## config.mk

```make
export PLATFORM = sky130hd
export DESIGN_NAME = uart_rx_port
export DESIGN_NICKNAME = d
export VERILOG_FILES = /design/src/rtl/uart_rx_port.sv
export SDC_FILE = /design/constraint.sdc
export NUM_CORES = 1
export LEC_CHECK = 0
export CORE_MARGIN = 5
export CORE_UTILIZATION = 40
export CTS_BUF_LIST = sky130_fd_sc_hd__clkbuf_8 sky130_fd_sc_hd__clkbuf_16
export DETAILED_ROUTE_END_ITERATION = 8
export HOLD_SLACK_MARGIN = 0.15
export PLACE_DENSITY = 0.73
export RECOVER_POWER = 25
export SYNTH_ARGS = -nofsm -noshare
export SYNTH_HDL_FRONTEND = slang
export SYNTH_SLANG_ARGS = --single-unit
```

## constraint.sdc

```tcl
create_clock -name clock -period 2.5 [get_ports clock]
set_input_delay 0.375 -clock clock [delete_from_list [all_inputs] [get_ports clock]]
set_output_delay 0.375 -clock clock [all_outputs]
set_load 0.05 [all_outputs]
```

## src/rtl/uart_rx_port.sv

```systemverilog
// Memory-mapped 8N1 UART receiver: rx synchronizer, bit-framing FSM and a
// small receive FIFO popped one character per bus read.
module uart_rx_port #(
  parameter int CLKS_PER_BIT = 173,
  parameter int DEPTH        = 4
) (
  input  logic        clock,
  input  logic        reset,
  input  logic        uart_valid,
  input  logic        uart_instr,
  input  logic [31:0] uart_addr,
  input  logic [31:0] uart_wdata,
  input  logic [3:0]  uart_wstrb,
  output logic [31:0] uart_rdata,
  output logic        uart_ready,
  input  logic        uart_rx
);

  localparam int CW = $clog2(CLKS_PER_BIT);
  localparam int AW = $clog2(DEPTH);
  localparam logic [CW-1:0] CNT_HALF = CW'(CLKS_PER_BIT / 2 - 1);
  localparam logic [CW-1:0] CNT_LAST = CW'(CLKS_PER_BIT - 1);
  localparam logic [AW:0]   CNT_FULL = (AW + 1)'(DEPTH);

  typedef enum logic [1:0] {IDLE, START, DATA, STOP} state_t;

  typedef struct packed {
    logic [20:0] zero;
    logic        ferr;
    logic        overrun;
    logic        nonempty;
    logic [7:0]  data;
  } rx_word_t;

  logic unused_ok;
  assign unused_ok = ^{uart_instr, uart_addr, uart_wdata};

  // ---------------- synchronizer + edge detect ----------------
  logic rx_meta, rx_s, rx_prev;

  always_ff @(posedge clock or negedge reset) begin
    if (!reset) begin
      rx_meta <= 1'b1;
      rx_s    <= 1'b1;
      rx_prev <= 1'b1;
    end else begin
      rx_meta <= uart_rx;
      rx_s    <= rx_meta;
      rx_prev <= rx_s;
    end
  end

  logic fall;
  assign fall = rx_prev & ~rx_s;

  // ---------------- framing FSM ----------------
  state_t        state, state_nx;
  logic [CW-1:0] cnt;
  logic [2:0]    idx;
  logic [7:0]    shift;
  logic          cnt_clr, idx_clr, bit_smp, stop_ok, stop_bad;

  always_ff @(posedge clock or negedge reset) begin
    if (!reset) state <= IDLE;
    else        state <= state_nx;
  end

  always_comb begin
    state_nx = state;
    case (state)
      IDLE:  if (fall) state_nx = START;
      START: if (cnt == CNT_HALF) state_nx = rx_s ? IDLE : DATA;
      DATA:  if (cnt == CNT_LAST && idx == 3'd7) state_nx = STOP;
      STOP:  if (cnt == CNT_LAST) state_nx = IDLE;
      default: state_nx = IDLE;
    endcase
  end

  always_comb begin
    cnt_clr  = 1'b0;
    idx_clr  = 1'b0;
    bit_smp  = 1'b0;
    stop_ok  = 1'b0;
    stop_bad = 1'b0;
    case (state)
      IDLE:  cnt_clr = 1'b1;
      START: if (cnt == CNT_HALF) begin
        cnt_clr = 1'b1;
        idx_clr = 1'b1;
      end
      DATA:  if (cnt == CNT_LAST) begin
        cnt_clr = 1'b1;
        bit_smp = 1'b1;
      end
      STOP:  if (cnt == CNT_LAST) begin
        cnt_clr  = 1'b1;
        stop_ok  = rx_s;
        stop_bad = ~rx_s;
      end
      default: cnt_clr = 1'b1;
    endcase
  end

  always_ff @(posedge clock or negedge reset) begin
    if (!reset) begin
      cnt   <= '0;
      idx   <= '0;
      shift <= '0;
    end else begin
      cnt <= cnt_clr ? '0 : cnt + 1'b1;
      if (idx_clr) idx <= '0;
      else if (bit_smp) begin
        shift[idx] <= rx_s;
        idx        <= idx + 1'b1;
      end
    end
  end

  // ---------------- receive FIFO ----------------
  logic [7:0]    mem [DEPTH];
  logic [AW-1:0] wptr, rptr;
  logic [AW:0]   count;
  logic          rd_req, nonempty, full, pop, push, ovr_set;
  logic [7:0]    head;

  assign rd_req   = uart_valid && (uart_wstrb == 4'h0);
  assign nonempty = (count != '0);
  assign full     = (count == CNT_FULL);
  assign pop      = rd_req && nonempty;
  // A pop in the same cycle frees the slot a full FIFO would otherwise refuse.
  assign push     = stop_ok && (!full || pop);
  assign ovr_set  = stop_ok && full && !pop;
  assign head     = nonempty ? mem[rptr] : 8'h00;

  always_ff @(posedge clock) begin
    if (push) mem[wptr] <= shift;
  end

  always_ff @(posedge clock or negedge reset) begin
    if (!reset) begin
      wptr  <= '0;
      rptr  <= '0;
      count <= '0;
    end else begin
      if (push) wptr <= wptr + 1'b1;
      if (pop)  rptr <= rptr + 1'b1;
      case ({push, pop})
        2'b10:   count <= count + 1'b1;
        2'b01:   count <= count - 1'b1;
        default: count <= count;
      endcase
    end
  end

  // ---------------- status flags + bus response ----------------
  logic     ferr, overrun;
  rx_word_t rd_word;

  always_comb begin
    rd_word          = '0;
    rd_word.ferr     = ferr;
    rd_word.overrun  = overrun;
    rd_word.nonempty = nonempty;
    rd_word.data     = head;
  end

  always_ff @(posedge clock or negedge reset) begin
    if (!reset) begin
      ferr       <= 1'b0;
      overrun    <= 1'b0;
      uart_ready <= 1'b0;
      uart_rdata <= '0;
    end else begin
      // A flag raised in the same cycle as a clearing read survives it.
      ferr       <= stop_bad | (ferr & ~rd_req);
      overrun    <= ovr_set  | (overrun & ~rd_req);
      uart_ready <= uart_valid;
      if (rd_req) uart_rdata <= rd_word;
    end
  end

endmodule

```

==> impl_summary.md <==
Synth
Yosys mapped a number of flops with a built-in enable equal to 32. Yosys mapped the design onto 50 distinct sky130hd cell types. The dominant register cell in the synthesized netlist is sky130_fd_sc_hd__dfrtp_1. For this run, the register share of the synthesized area comes to 0.595. The top-area cell type share of the netlist area is 0.299.

The library cell with the largest summed area after synthesis is sky130_fd_sc_hd__dfrtp_1. Yosys printed 0 warnings. Counting flops with an async set or reset pin after synthesis yields a share of 0.584.

In the post-synthesis netlist, the biggest area contributors are sky130_fd_sc_hd__dfrtp_1 (30%), sky130_fd_sc_hd__edfxtp_1 (27%), sky130_fd_sc_hd__mux4_2 (5.1%). Summing every instance area after synthesis gives 0.00351 mm^2. The number of register bits inferred by synthesis is 77.

The synthesized netlist cell count is 251. Each instance of the synthesized netlist takes up on average 14.0 um^2.

Floorplanning
For this configuration, the core starts out at a cell density of 0.407. The total number of placement rows is 34. The floorplan die height is 104 um. The die outline area is 0.0108 mm^2. The core region area is 0.00864 mm^2. 106 I/O pins were placed. The floorplan die width is 104 um.

Setup path
Along the worst path, the maximum fanout reaches 2. At the worst endpoint, the required time is 2720 ps. For the worst setup path, the data arrival time is 2650 ps. The worst setup path is captured at a flip-flop. By startpoint and endpoint, the worst setup path is classified as input pin to flip-flop. In this run the critical register-to-register path is launched from cnt[0]. The critical register-to-register path endpoint is count[1]. The nature of the critical path startpoint is an input pin. The most critical setup path has its endpoint at count[1].

The timing startpoint of the critical path is uart_wstrb[0]. Measured in cells, the most critical reg-to-reg path has a length of 8. The setup check on the worst reg-to-reg path leaves a slack of 240 ps.

Power and ir drop
The analysis attributes to cell leakage a power of 0.00174 uW. In this run the power density over the cells is 632 mW/mm^2. The worst-case vdd ir drop is 0.000279 V. The total power of the final layout is 2600 uW.

Finish
After routing the design area is 0.00411 mm^2. The layout overhead on the synthesized area is 16.9%. The finished layout holds 403 standard cells, fillers aside.

Leaving out fill and tap cells, the most frequent cells in the layout are sky130_fd_sc_hd__dfrtp_1 (42), sky130_fd_sc_hd__edfxtp_1 (32), sky130_fd_sc_hd__conb_1 (21). The share of final-layout standard cells stronger than drive strength 1 is 0.244. The commonest non-fill, non-tap cell in the layout is sky130_fd_sc_hd__dfrtp_1. The layout has 753 filler cells. The multi-input gate area in the final layout is 0.00129 mm^2. The number of antenna diodes in the final layout is 0. The total area of sequential cells is 0.00209 mm^2. After the last flow step, the layout net total stands at 373.

Timing
The worst path in the final design needs a cycle of 2430 ps, including I/O delays and setup. In the finished design, the share of the clock period the worst path needs comes to 0.972. The transition time at the pin with the least slew margin is 1120 ps.

The total negative slack is 0 ps. Setup repair after global routing left no endpoint under its margin. Hold timing on the final database bottoms out at a slack of 359 ps. The upper clock frequency limit is 411 MHz. The total count of hold-check failures in the final report is 0. Setup violations remaining at the end of the flow were counted as 0. The final max-slew violation count came to 0. Headroom to the max-slew limit came out at 0.251.

Between clock sinks in the finished design, the worst skew comes to 14.1 ps.

GRT
The total global routing overflow is 0. The number of global-route vias before repair is 2,091. The first-pass GRT wire length is 10.2 mm. Entering global routing, the biggest net connects 46 pins. For this run, the total global-route usage over all layers was measured as 0.117. The number of antenna violations at the first check in global routing is 0.

Drt
The detail-routed net length per standard cell is 14.6 um. The number of design rule violations left after detail routing is 0. The residual antenna-violating net count after detailed routing is 0. For this block, the routed nets add up to 5.86 mm of wire.

The post-detailed-route via-to-cell ratio is 4.97. The first-pass iteration count of the detailed router is 4. In this run, the number of DRC markers left after iteration 0 of detailed routing was 82. The total vias in the final route is 2,002.

Clock tree
The worst-case clock buffer depth is 2. The clock tree synthesis step divided the H-tree into 3 levels. In this run the clock root is driven by a sky130_fd_sc_hd__clkbuf_8. Counting every sink on the clock net gives 77. TritonCTS built the clock tree.

The number of buffers added by the clock tree synthesis step is 9. The clock reaches the later pin of the worst-skew pair after 340 ps. Clock-pin slew was measured on the worst setup and hold paths at 80 ps.

Run
The number of maximum-capacitance constraint violations is 0.

Placement
The number of cells after detailed placement is 386. The count of buffers from port buffering is 19. Summing all placed instances gives a cell area of 0.00387 mm^2. The HPWL after detailed placement is 4.15 mm. The congestion estimate from routability-driven global placement came to 0.744.

Outcome
The run finished with clean final reports.

Min path
In this run the most critical hold path is launched from rx_meta. The worst hold path belongs to the class flip-flop to flip-flop.
==> how the worst min path moves through the flow <==
| stage | end | slack, ps | cells past startpoint |
|---|---|---|---|
| 5_1_grt | rx_s | 360 | 0 |
| 3_5_place_dp | rx_s | 350 | 0 |
| 4_1_cts | rx_s | 360 | 0 |
| 3_3_place_gp | rx_s | 350 | 0 |
| 2_1_floorplan | async pin | 80 | 0 |
| 6_report | rx_s | 360 | 0 |
==> area by class of cell <==
cell class	instances	area share
clock buffers	10	0.0335
well taps	108	0.0329
flip-flops and latches	77	0.509
inverters	6	0.00548
clock inverters	6	0.0216
repair buffers	39	0.0847
multi-input cells	157	0.313
==> metal layers <==
layer | GRT usage | up-vias | share of wire
li1 | - | 955 | -
met1 | 0.140 | 1010 | 0.42
met2 | 0.195 | 29 | 0.53
met3 | 0.0317 | 8 | 0.038
met4 | 0.0546 | 0 | 0.013
met5 | 0 | - | 0
==> stage by stage <==
stage                     utilization  worst slack [ps]
after floorplan                     -              14.1
after global placement          0.448              -286
after detailed placement        0.448              -328
after CTS                       0.476              48.4
after global routing            0.476              8.30
final                           0.476              69.0
==> what timing repair did <==
action | in CTS | in global routing
endpoints found under the hold margin | 42 | 0
setup buffers | 0 | 0
hold buffers | 1 | 0
resized for setup | 0 | 4
setup endpoints to repair | 0 | 1
==> cells by family (layout without fill, tap and decap cells) <==
logic type	after synthesis	in the layout	synth area share
adder cells (fa/ha/maj)	10	10	0.0377
AO/OA/AOI/OAI	22	22	0.0523
AND/OR/NAND/NOR	74	74	0.132
other	1	21	0.00107
multiplexers	20	20	0.0894
XOR/XNOR	10	10	0.0249
flip-flops	77	77	0.595
buffers and inverters	37	61	0.0673
==> registers in the layout, indices dropped and copies added (netlist names), named ones only <==
name and flops:
shift 8, rx_s 1, count 3, rptr 2
overrun 1, mem 32, state 1, wptr 2
rx_prev 1, uart_rdata 11, cnt 8, rx_meta 1
uart_ready 1, idx 3, ferr 1
==> cells in the mapped netlist, types with 2 or more instances <==
cell	n
sky130_fd_sc_hd__mux2_2	11
sky130_fd_sc_hd__buf_2	3
sky130_fd_sc_hd__dfrtp_1	42
sky130_fd_sc_hd__nand2_1	9
sky130_fd_sc_hd__a211oi_2	2
sky130_fd_sc_hd__o21ai_0	2
sky130_fd_sc_hd__nor3b_1	2
sky130_fd_sc_hd__nor3_1	2
sky130_fd_sc_hd__and2_1	5
sky130_fd_sc_hd__and3_1	3
sky130_fd_sc_hd__buf_6	2
sky130_fd_sc_hd__xnor2_1	5
sky130_fd_sc_hd__ha_1	9
sky130_fd_sc_hd__nor4bb_1	4
sky130_fd_sc_hd__nand4_1	6
sky130_fd_sc_hd__nor2b_1	2
sky130_fd_sc_hd__clkbuf_1	4
sky130_fd_sc_hd__xor2_1	5
sky130_fd_sc_hd__nand3_1	6
sky130_fd_sc_hd__nor4b_1	3
sky130_fd_sc_hd__buf_4	21
sky130_fd_sc_hd__nor2_1	16
sky130_fd_sc_hd__nand4b_1	4
sky130_fd_sc_hd__a21oi_1	2
sky130_fd_sc_hd__a22o_1	10
sky130_fd_sc_hd__mux4_2	8
sky130_fd_sc_hd__edfxtp_1	32
sky130_fd_sc_hd__inv_1	6
sky130_fd_sc_hd__dfstp_2	3
sky130_fd_sc_hd__or3_1	2
==> critical path: stages <==
cell and delay [ps]:
sky130_fd_sc_hd__clkdlybuf4s50_1 400, sky130_fd_sc_hd__or4b_4 530, sky130_fd_sc_hd__or3_4 400, sky130_fd_sc_hd__nor2_4 120, sky130_fd_sc_hd__fa_1 460, sky130_fd_sc_hd__nor4b_2 310, sky130_fd_sc_hd__a211oi_2 70
==> report_power, final <==
group	total, uW	switching, uW	internal (uW)
logic	210	154	55.3
clock network	1040	446	589
registers	1350	17.5	1330
Note: power is estimated with default switching activity, not from simulation.
